$ cat src/rtl/count_ctrl_pkg.sv
// Shared definitions for the count_ctrl sequencer: state encoding and default widths.
package count_ctrl_pkg;

   localparam int W_DEF  = 4;
   localparam int PW_DEF = 4;

   typedef enum logic [1:0] {
      IDLE = 2'd0,
      RUN  = 2'd1,
      HOLD = 2'd2,
      DONE = 2'd3
   } state_t;

endpackage

$ cat src/rtl/count_ctrl_mod_n_counter.sv
// Mod-N up counter: counts 0..n, clears to 0 on the enabled step after q==n.
module mod_n_counter #(
   parameter int W = 4
) (
   input  logic         clk,
   input  logic         rst,
   input  logic         clr,
   input  logic         en,
   input  logic [W-1:0] n,
   output logic [W-1:0] q,
   output logic         tc
);

   logic [W-1:0] q_r;

   assign q  = q_r;
   assign tc = (q_r == n);

   // count register; clr dominates en, terminal count folds back to zero
   always_ff @(posedge clk) begin
      if (rst) begin
         q_r <= {W{1'b0}};
      end else if (clr) begin
         q_r <= {W{1'b0}};
      end else if (en) begin
         if (tc) begin
            q_r <= {W{1'b0}};
         end else begin
            q_r <= q_r + W'(1'b1);
         end
      end else begin
         q_r <= q_r;
      end
   end

endmodule

$ cat src/rtl/count_ctrl.sv
// Run sequencer for mod_n_counter: latches N and pass count on start, runs the
// counter for that many 0..N passes with pause/abort, and pulses wrap and done.
module count_ctrl
   import count_ctrl_pkg::*;
#(
   parameter int W  = W_DEF,
   parameter int PW = PW_DEF
) (
   input  logic          clk,
   input  logic          rst,
   input  logic          start,
   input  logic [W-1:0]  n_in,
   input  logic [PW-1:0] passes,
   input  logic          pause,
   input  logic          abort,
   output logic [W-1:0]  a,
   output logic          busy,
   output logic          wrap,
   output logic          done,
   output logic [PW-1:0] pass_cnt
);

   state_t        state_r;
   state_t        state_n_s;
   logic [W-1:0]  n_r;
   logic [PW-1:0] passes_r;
   logic [PW-1:0] pass_cnt_r;
   logic          wrap_r;
   logic          done_r;
   logic          busy_r;
   logic          accept_s;
   logic          cnt_en_s;
   logic          cnt_clr_s;
   logic          tc_s;
   logic          last_pass_s;

   assign last_pass_s = ((pass_cnt_r + PW'(1'b1)) == passes_r);

   mod_n_counter #(.W(W)) u_cnt (
      .clk (clk),
      .rst (rst),
      .clr (cnt_clr_s),
      .en  (cnt_en_s),
      .n   (n_r),
      .q   (a),
      .tc  (tc_s)
   );

   // state register
   always_ff @(posedge clk) begin
      if (rst) begin
         state_r <= IDLE;
      end else begin
         state_r <= state_n_s;
      end
   end

   // next-state logic, priority abort > pause > count
   always_comb begin
      state_n_s = state_r;
      case (state_r)
         IDLE: begin
            if (start) begin
               if ((n_in == {W{1'b0}}) || (passes == {PW{1'b0}})) begin
                  state_n_s = DONE;
               end else begin
                  state_n_s = RUN;
               end
            end else begin
               state_n_s = IDLE;
            end
         end
         RUN: begin
            if (abort) begin
               state_n_s = IDLE;
            end else if (pause) begin
               state_n_s = HOLD;
            end else if (tc_s && last_pass_s) begin
               state_n_s = DONE;
            end else begin
               state_n_s = RUN;
            end
         end
         HOLD: begin
            if (abort) begin
               state_n_s = IDLE;
            end else if (!pause) begin
               state_n_s = RUN;
            end else begin
               state_n_s = HOLD;
            end
         end
         DONE:    state_n_s = IDLE;
         default: state_n_s = IDLE;
      endcase
   end

   // control strobes decoded from state and inputs
   always_comb begin
      accept_s  = 1'b0;
      cnt_en_s  = 1'b0;
      cnt_clr_s = 1'b0;
      case (state_r)
         IDLE: begin
            accept_s  = start;
            cnt_clr_s = start;
         end
         RUN: begin
            if (abort) begin
               cnt_clr_s = 1'b1;
            end else if (!pause) begin
               cnt_en_s = 1'b1;
            end else begin
               cnt_en_s = 1'b0;
            end
         end
         HOLD: begin
            if (abort) begin
               cnt_clr_s = 1'b1;
            end else begin
               cnt_clr_s = 1'b0;
            end
         end
         DONE:    cnt_clr_s = 1'b0;
         default: cnt_clr_s = 1'b0;
      endcase
   end

   // run parameters, pass counter and registered status pulses
   always_ff @(posedge clk) begin
      if (rst) begin
         n_r        <= {W{1'b0}};
         passes_r   <= {PW{1'b0}};
         pass_cnt_r <= {PW{1'b0}};
         wrap_r     <= 1'b0;
         done_r     <= 1'b0;
         busy_r     <= 1'b0;
      end else begin
         if (accept_s) begin
            n_r        <= n_in;
            passes_r   <= passes;
            pass_cnt_r <= {PW{1'b0}};
         end else if (cnt_en_s && tc_s) begin
            pass_cnt_r <= pass_cnt_r + PW'(1'b1);
         end else begin
            pass_cnt_r <= pass_cnt_r;
         end
         wrap_r <= cnt_en_s && tc_s;
         done_r <= (state_n_s == DONE);
         busy_r <= (state_n_s == RUN) || (state_n_s == HOLD);
      end
   end

   assign wrap     = wrap_r;
   assign done     = done_r;
   assign busy     = busy_r;
   assign pass_cnt = pass_cnt_r;

endmodule

$ cat config.mk
export PLATFORM = sky130hd
export DESIGN_NAME = count_ctrl
export DESIGN_NICKNAME = d
export VERILOG_FILES = /design/src/rtl/count_ctrl_pkg.sv /design/src/rtl/count_ctrl_mod_n_counter.sv /design/src/rtl/count_ctrl.sv
export SDC_FILE = /design/constraint.sdc
export NUM_CORES = 1
export LEC_CHECK = 0
export CORE_MARGIN = 2
export CORE_UTILIZATION = 49
export CTS_BUF_LIST = sky130_fd_sc_hd__clkbuf_16
export DETAILED_ROUTE_END_ITERATION = 8
export GPL_TIMING_DRIVEN = 0
export PLACE_DENSITY = 0.87
export SYNTH_ARGS = -nofsm -noshare
export SYNTH_HDL_FRONTEND = slang
export SYNTH_HIERARCHICAL = 1
export SYNTH_SLANG_ARGS = --single-unit
$ cat constraint.sdc
create_clock -name clk -period 3.5 [get_ports clk]
set_input_delay 0.7 -clock clk [delete_from_list [all_inputs] [get_ports clk]]
set_output_delay 0.7 -clock clk [all_outputs]
set_load 0.02 [all_outputs]
==> impl_results.md, run 1 <==
* Fin area at 1449 µm²
* Minimum clock period at 2.682 ns
* Post-synth top area cell: dfxtp_1
* Worst setup EP type: register
* Pins Over Slew Limit at 0
* Relative slew slack at 45.67%
* Synth warn at 6
* Worst-path cell chain: xor2_2, nor4_2, nand2_1, or4_1, or4_1, nand3_1, ha_1, nor2b_1
* CP max FO at 6
* Synth top area cells: dfxtp_1 38%, ha_1 7.9%, xor2_2 5.8%
* Routability cong. at 0.7382
* Leak at 0.5569 nW
* Number of enable flip-flop cells after synthesis at 0
* CP max stage cell: or4_1
* Final hold violation count at 0
* Vias in the first global route at 933
* WP data arrival at 2.82 ns
* Via density at 5.566
* Met2 routed WL at 1.064 mm
* Die H at 51.70 µm
* Post-DP Area at 1370 µm²
* Net count, final at 166
* Syn avg cell area at 9.368 µm²
* Period utilisation layout at 76.62%
* Setup repair bufs after CTS at 0
* I/O Pins at 24
* Syn Inst Count at 119
* DIE AREA at 2673 µm²
* Post-Route Setup TNS at 0 ns
* DP HPWL at 1.711 mm
* Clock slew at reported path FFs at 0.05 ns
* H-Tree Depth at 1
* Root Buffer: clkbuf_16
* CP peak stage delay at 0.50 ns
* Initial Util at 50.89%
* Clock share of power at 41.7%
* Worst IR Drop VDD at 0.0003391 V
* Core Region at 2191 µm²
* Pin count of the biggest net entering global routing at 12
* Synth Flop Type: dfxtp_1
* Async SR Flop Fraction at 0%
* Area Growth Syn to Fin at 29.97%
* Sw Share at 22.07%
* Number of routed nets with antenna violations at 0
* Part of the power in registers at 45.9%
* Hold Buf Count CTS at 0
* Max clock buf depth at 2
* Worst-margin pin slew at 0.8132 ns
* Number of synthesized register bits at 21
* Met3 WL post-DR at 93 µm
* 1st-pass router iterations at 4
* Wire length of the first global-routing pass at 3.919 mm
* DP Worst Slack at 0.7064 ns
* Setup ws final at 0.8184 ns
* Post-synthesis sequential area ratio at 37.71%
* Most common cell after layout, fill and taps aside: clkdlybuf4s50_1
* Delay-heaviest family, CP: simple AND/OR/NAND/NOR gates
* PD cells at 382.4 nW/µm²
* P_sw at 0.1223 mW
* Clock sink count at 21
* Wl on met1 at 1.005 mm
* Pint at 0.4317 mW
* Max Cap Viol at 0
* Part of the power in combinational logic at 12.4%
* CP Launch Type: register
* DRC Markers at 0
* CP dominant cell by count: or4_1
* Fmax at 0.3729 GHz
* Setup CP Type: reg2reg
* Post-synth cell types at 33
* Tot Pwr at 0.5540 mW
* Post-CTS sizing at 0
* Inserted Clock Buffers at 3
* # fillers at 178
* # rows at 17
* Die width at 51.70 µm
* Commonest non-fill, non-tap cells in the layout: 22 x clkdlybuf4s50_1, 21 x dfxtp_1, 13 x nand2_1
* Via count at 963
* ANT cells at 0
* GRT Overall Usage at 19.71%
* GR Overflow Total at 0
* Status: complete, no violations
* Antenna violations before repair at 0
* IO buf count at 22
* Max Used Layer: met4
* Post-Syn Area at 1115 µm²
* Initial DRC Count at 18
* CP bufs+invs at 0
* WL per Instance at 12.93 µm
* Layout cells sized above 1 at 8.966%
* Req. time, crit path at 3.64 ns
* Min-Delay Path Class: reg2reg
* Worst Clk Skew at 0.001997 ns
* Final wirelength at 2.237 mm
* TritonCTS clock tree: done
* RSZ-0062 raised after global routing: no
* Share of the synthesized area in the top cell type at 37.71%
* Syn_nets at 139
* Setup violators final at 0
* Clock latency on the worst-skew pair at 0.25 ns
-- layer usage --
layer | global-route usage, % | up-vias
li1 | - | 470
met1 | 23.15 | 460
met2 | 33.55 | 24
met3 | 4.310 | 9
met4 | 10.09 | 0
met5 | 0 | -
-- per-stage QoR --
stage	utilization [%]	cells	hold slack, ns
floorplan	-	119	0.4478
global placement	62.54	169	0.4647
detailed placement	62.54	169	0.4744
CTS	66.13	173	0.4818
global route	66.13	173	0.5127
finish	66.13	173	0.4859
-- cells by family (layout without fill, tap and decap cells) --
logic type	Yosys count	count (layout)	synth area share, %
AO/OA/AOI/OAI	19	19	11.34
flip-flops	21	21	37.71
AND/OR/NAND/NOR	52	52	26.71
buffers and inverters	5	31	1.795
XOR/XNOR	14	14	13.69
adder cells (fa/ha/maj)	7	7	7.856
multiplexers	1	1	0.8979
-- path summary, 6_finish.rpt --
| kind | depth (start not counted) | from | end | slack [ns] |
|---|---|---|---|---|
| hold / removal | 2 | passes_r[2] | passes_r[2] | 0.49 |
| setup reg to reg | 8 | u_cnt/q[0] | busy | 0.82 |
| hold reg to reg | 2 | passes_r[2] | passes_r[2] | 0.49 |
| setup / recovery | 8 | u_cnt/q[0] | busy | 0.82 |
-- cell usage after synthesis (2+ instances only) --
cell type and n:
or4_1 2, nand2_1 13, xnor2_1 5, nor4_1 2, xor2_1 5, xor2_2 4
a31oi_1 2, o41ai_1 5, nor2_1 5, a21oi_1 10, or2b_1 3, nand3_1 10
nand2b_1 2, dfxtp_1 21, inv_1 2, ha_1 7, nor2b_1 5
-- worst min-delay path, stage by stage (launching register included) --
cell	delay (ns)
dfxtp_1	0.32
nand2_1	0.06
a21oi_1	0.05
-- area by class of cell --
| type | instances | area, µm² | share of cell area (%) |
|---|---|---|---|
| buffer | 3 | 12.51 | 0.8636 |
| clock buffer | 3 | 75.07 | 5.181 |
| clock inverter | 1 | 3.754 | 0.2591 |
| inverter | 2 | 7.507 | 0.5181 |
| multi-input combinational | 93 | 674.4 | 46.55 |
| sequential | 21 | 420.4 | 29.02 |
| tap | 28 | 35.03 | 2.418 |
| timing repair buffer | 22 | 220.2 | 15.20 |
-- power groups by stage --
stage	clock network (mW)	registers, mW	logic [mW]
4_1_cts	0.235	0.254	0.0689
3_5_place_dp	0	0.259	0.0682
6_report	0.231	0.254	0.0689
5_1_grt	0.249	0.255	0.0768
2_1_floorplan	0	0.260	0.0389
3_3_place_gp	0	0.259	0.0660
-- state kept, by name, summed over array words and instances (netlist names) --
signal	flops
n_r	4
pass_cnt	4
busy	1
wrap	1
state_r	2
passes_r	4
u_cnt/q	4
done	1
No activity file was read; power rests on OpenSTA's default activity.
==> run 2, diff against run 1 <==
Settings changed: CORE_UTILIZATION 49 to 44, PLACE_DENSITY 0.87 to 0.84.
Clock period 3.5 ns to 2.25 ns, I/O delays scaled along.
==> run 2 against run 1 <==
Effect of this change: the flow now finishes with violations (setup timing); clock power grew 61%; non-clock buffer count grew 7; global-route usage shrank 0.72 points; worst hold slack lost 0.016 ns; sequential cell count is the same; die area grew 10%; setup slack lost 1.0 ns; design area grew 8.6%; combinational power grew 89%; register-to-register slack lost 1.0 ns; count of clock-buffer cells in the layout is the same.
==> impl_results.md, run 2 (synthesis results as in run 1) <==
* GRT Overall Usage at 18.98%
* DRC Markers at 0
* Final hold violation count at 0
* Min-Delay Path Class: reg2reg
* Wire length of the first global-routing pass at 3.953 mm
* DIE AREA at 2952 µm²
* 1st-pass router iterations at 4
* Failing checks: setup timing
* Routability cong. at 0.7807
* Number of routed nets with antenna violations at 0
* Worst setup EP type: register
* TritonCTS clock tree: done
* Period utilisation layout at 110.0%
* CP max FO at 5
* WP data arrival at 2.61 ns
* Worst Clk Skew at 0.001663 ns
* Initial Util at 45.83%
* Fin area at 1574 µm²
* Setup ws final at -0.2241 ns
* WHS at 0.4697 ns
* Clock slew at reported path FFs at 0.06 ns
* Vias in the first global route at 887
* Setup violators final at 2
* Antenna violations before repair at 0
* Die width at 54.34 µm
* Req. time, crit path at 2.39 ns
* Status: finished, violations left
* Via count at 974
* Minimum clock period at 2.474 ns
* CP Launch Type: register
* Worst IR Drop VDD at 0.0005565 V
* Die H at 54.34 µm
* WL per Instance at 14.00 µm
* IO buf count at 22
* Relative slew slack at 45.23%
* GR Overflow Total at 0
* RSZ-0062 raised after global routing: yes
* Tot Pwr at 0.8969 mW
* Pins Over Slew Limit at 0
* Leak at 0.6133 nW
* Final core utilization at 64.71%
* Core Region at 2432 µm²
* Setup CP Type: reg2reg
* H-Tree Depth at 1
* Pin count of the biggest net entering global routing at 13
* PD cells at 569.8 nW/µm²
* Net count, final at 173
* Inserted Clock Buffers at 3
* Max clock buf depth at 2
* Clock latency on the worst-skew pair at 0.25 ns
* Area Growth Syn to Fin at 41.19%
* DP HPWL at 1.821 mm
* Initial DRC Count at 7
* Via density at 5.352
* Root Buffer: clkbuf_16
* I/O Pins at 24
* Max Cap Viol at 0
* Layout cells sized above 1 at 19.08%
* Final wirelength at 2.548 mm
* Worst-margin pin slew at 0.8198 ns
* Most common cell after layout, fill and taps aside: clkdlybuf4s50_1
* Fmax at 0.4042 GHz
* Clock sink count at 21
* # rows at 18
* ANT cells at 0
* Post-DP Area at 1415 µm²
* Commonest non-fill, non-tap cells in the layout: 22 x clkdlybuf4s50_1, 15 x dfxtp_1, 13 x nand2_1
## run 2: repair_timing
| action | CTS | global route |
|---|---|---|
| buffers inserted | 4 | 3 |
| pin swaps | 1 | 2 |
| setup endpoints to repair | 2 | 2 |
| resized for setup | 5 | 1 |
| hold buffers | 0 | 0 |
| hold endpoints to repair | 0 | 0 |
## run 2: critical path, stage by stage, from the launching register on
cell,delay [ns]
dfxtp_2,0.35
xor2_4,0.21
nor4_4,0.34
nand2_1,0.09
or4_1,0.50
or4_4,0.44
nand3_2,0.09
ha_1,0.21
nor2b_1,0.13
## run 2: layout make-up
| class | count | area, µm² |
|---|---|---|
| flip-flops and latches | 21 | 437.9 |
| repair buffers | 29 | 272.8 |
| clock inverters | 1 | 5.005 |
| fillers | 198 | 858.3 |
| clock buffers | 3 | 75.07 |
| well taps | 30 | 37.54 |
| plain buffers | 3 | 12.51 |
| multi-input cells | 93 | 725.7 |
| inverters | 2 | 7.507 |
## run 2: metal layers
layer  share of wire, %  track usage [%]
met1                 44            22.28
met2                 51            33.94
met3                4.0            5.738
met4               0.63            3.750
met5                  0                0
## run 2: path summary, 6_finish.rpt
kind                                     to  depth (start not counted)  slack (ns)        start
worst max register to register         busy                          8       -0.22       n_r[0]
worst max-delay path                   busy                          8       -0.22       n_r[0]
worst min register to register  passes_r[1]                          2        0.47  passes_r[1]
worst min-delay path            passes_r[1]                          2        0.47  passes_r[1]
## run 2: report_power, final
group | total (mW) | switching (mW) | leakage (nW) | internal [mW]
Sequential | 0.394 | 0.0124 | 0.175 | 0.381
Combinational | 0.130 | 0.0650 | 0.397 | 0.0649
Clock | 0.373 | 0.135 | 0.0409 | 0.239
## run 2: stage by stage
stage,std cells,TNS (ns),setup WS [ns]
finish,182,-0.3032,-0.2241
detailed placement,171,-0.3824,-0.2626
global route,182,-0.4354,-0.2904
global placement,171,-0.2698,-0.2126
floorplan,119,-0.1038,-0.1038
CTS,179,-0.2508,-0.1984
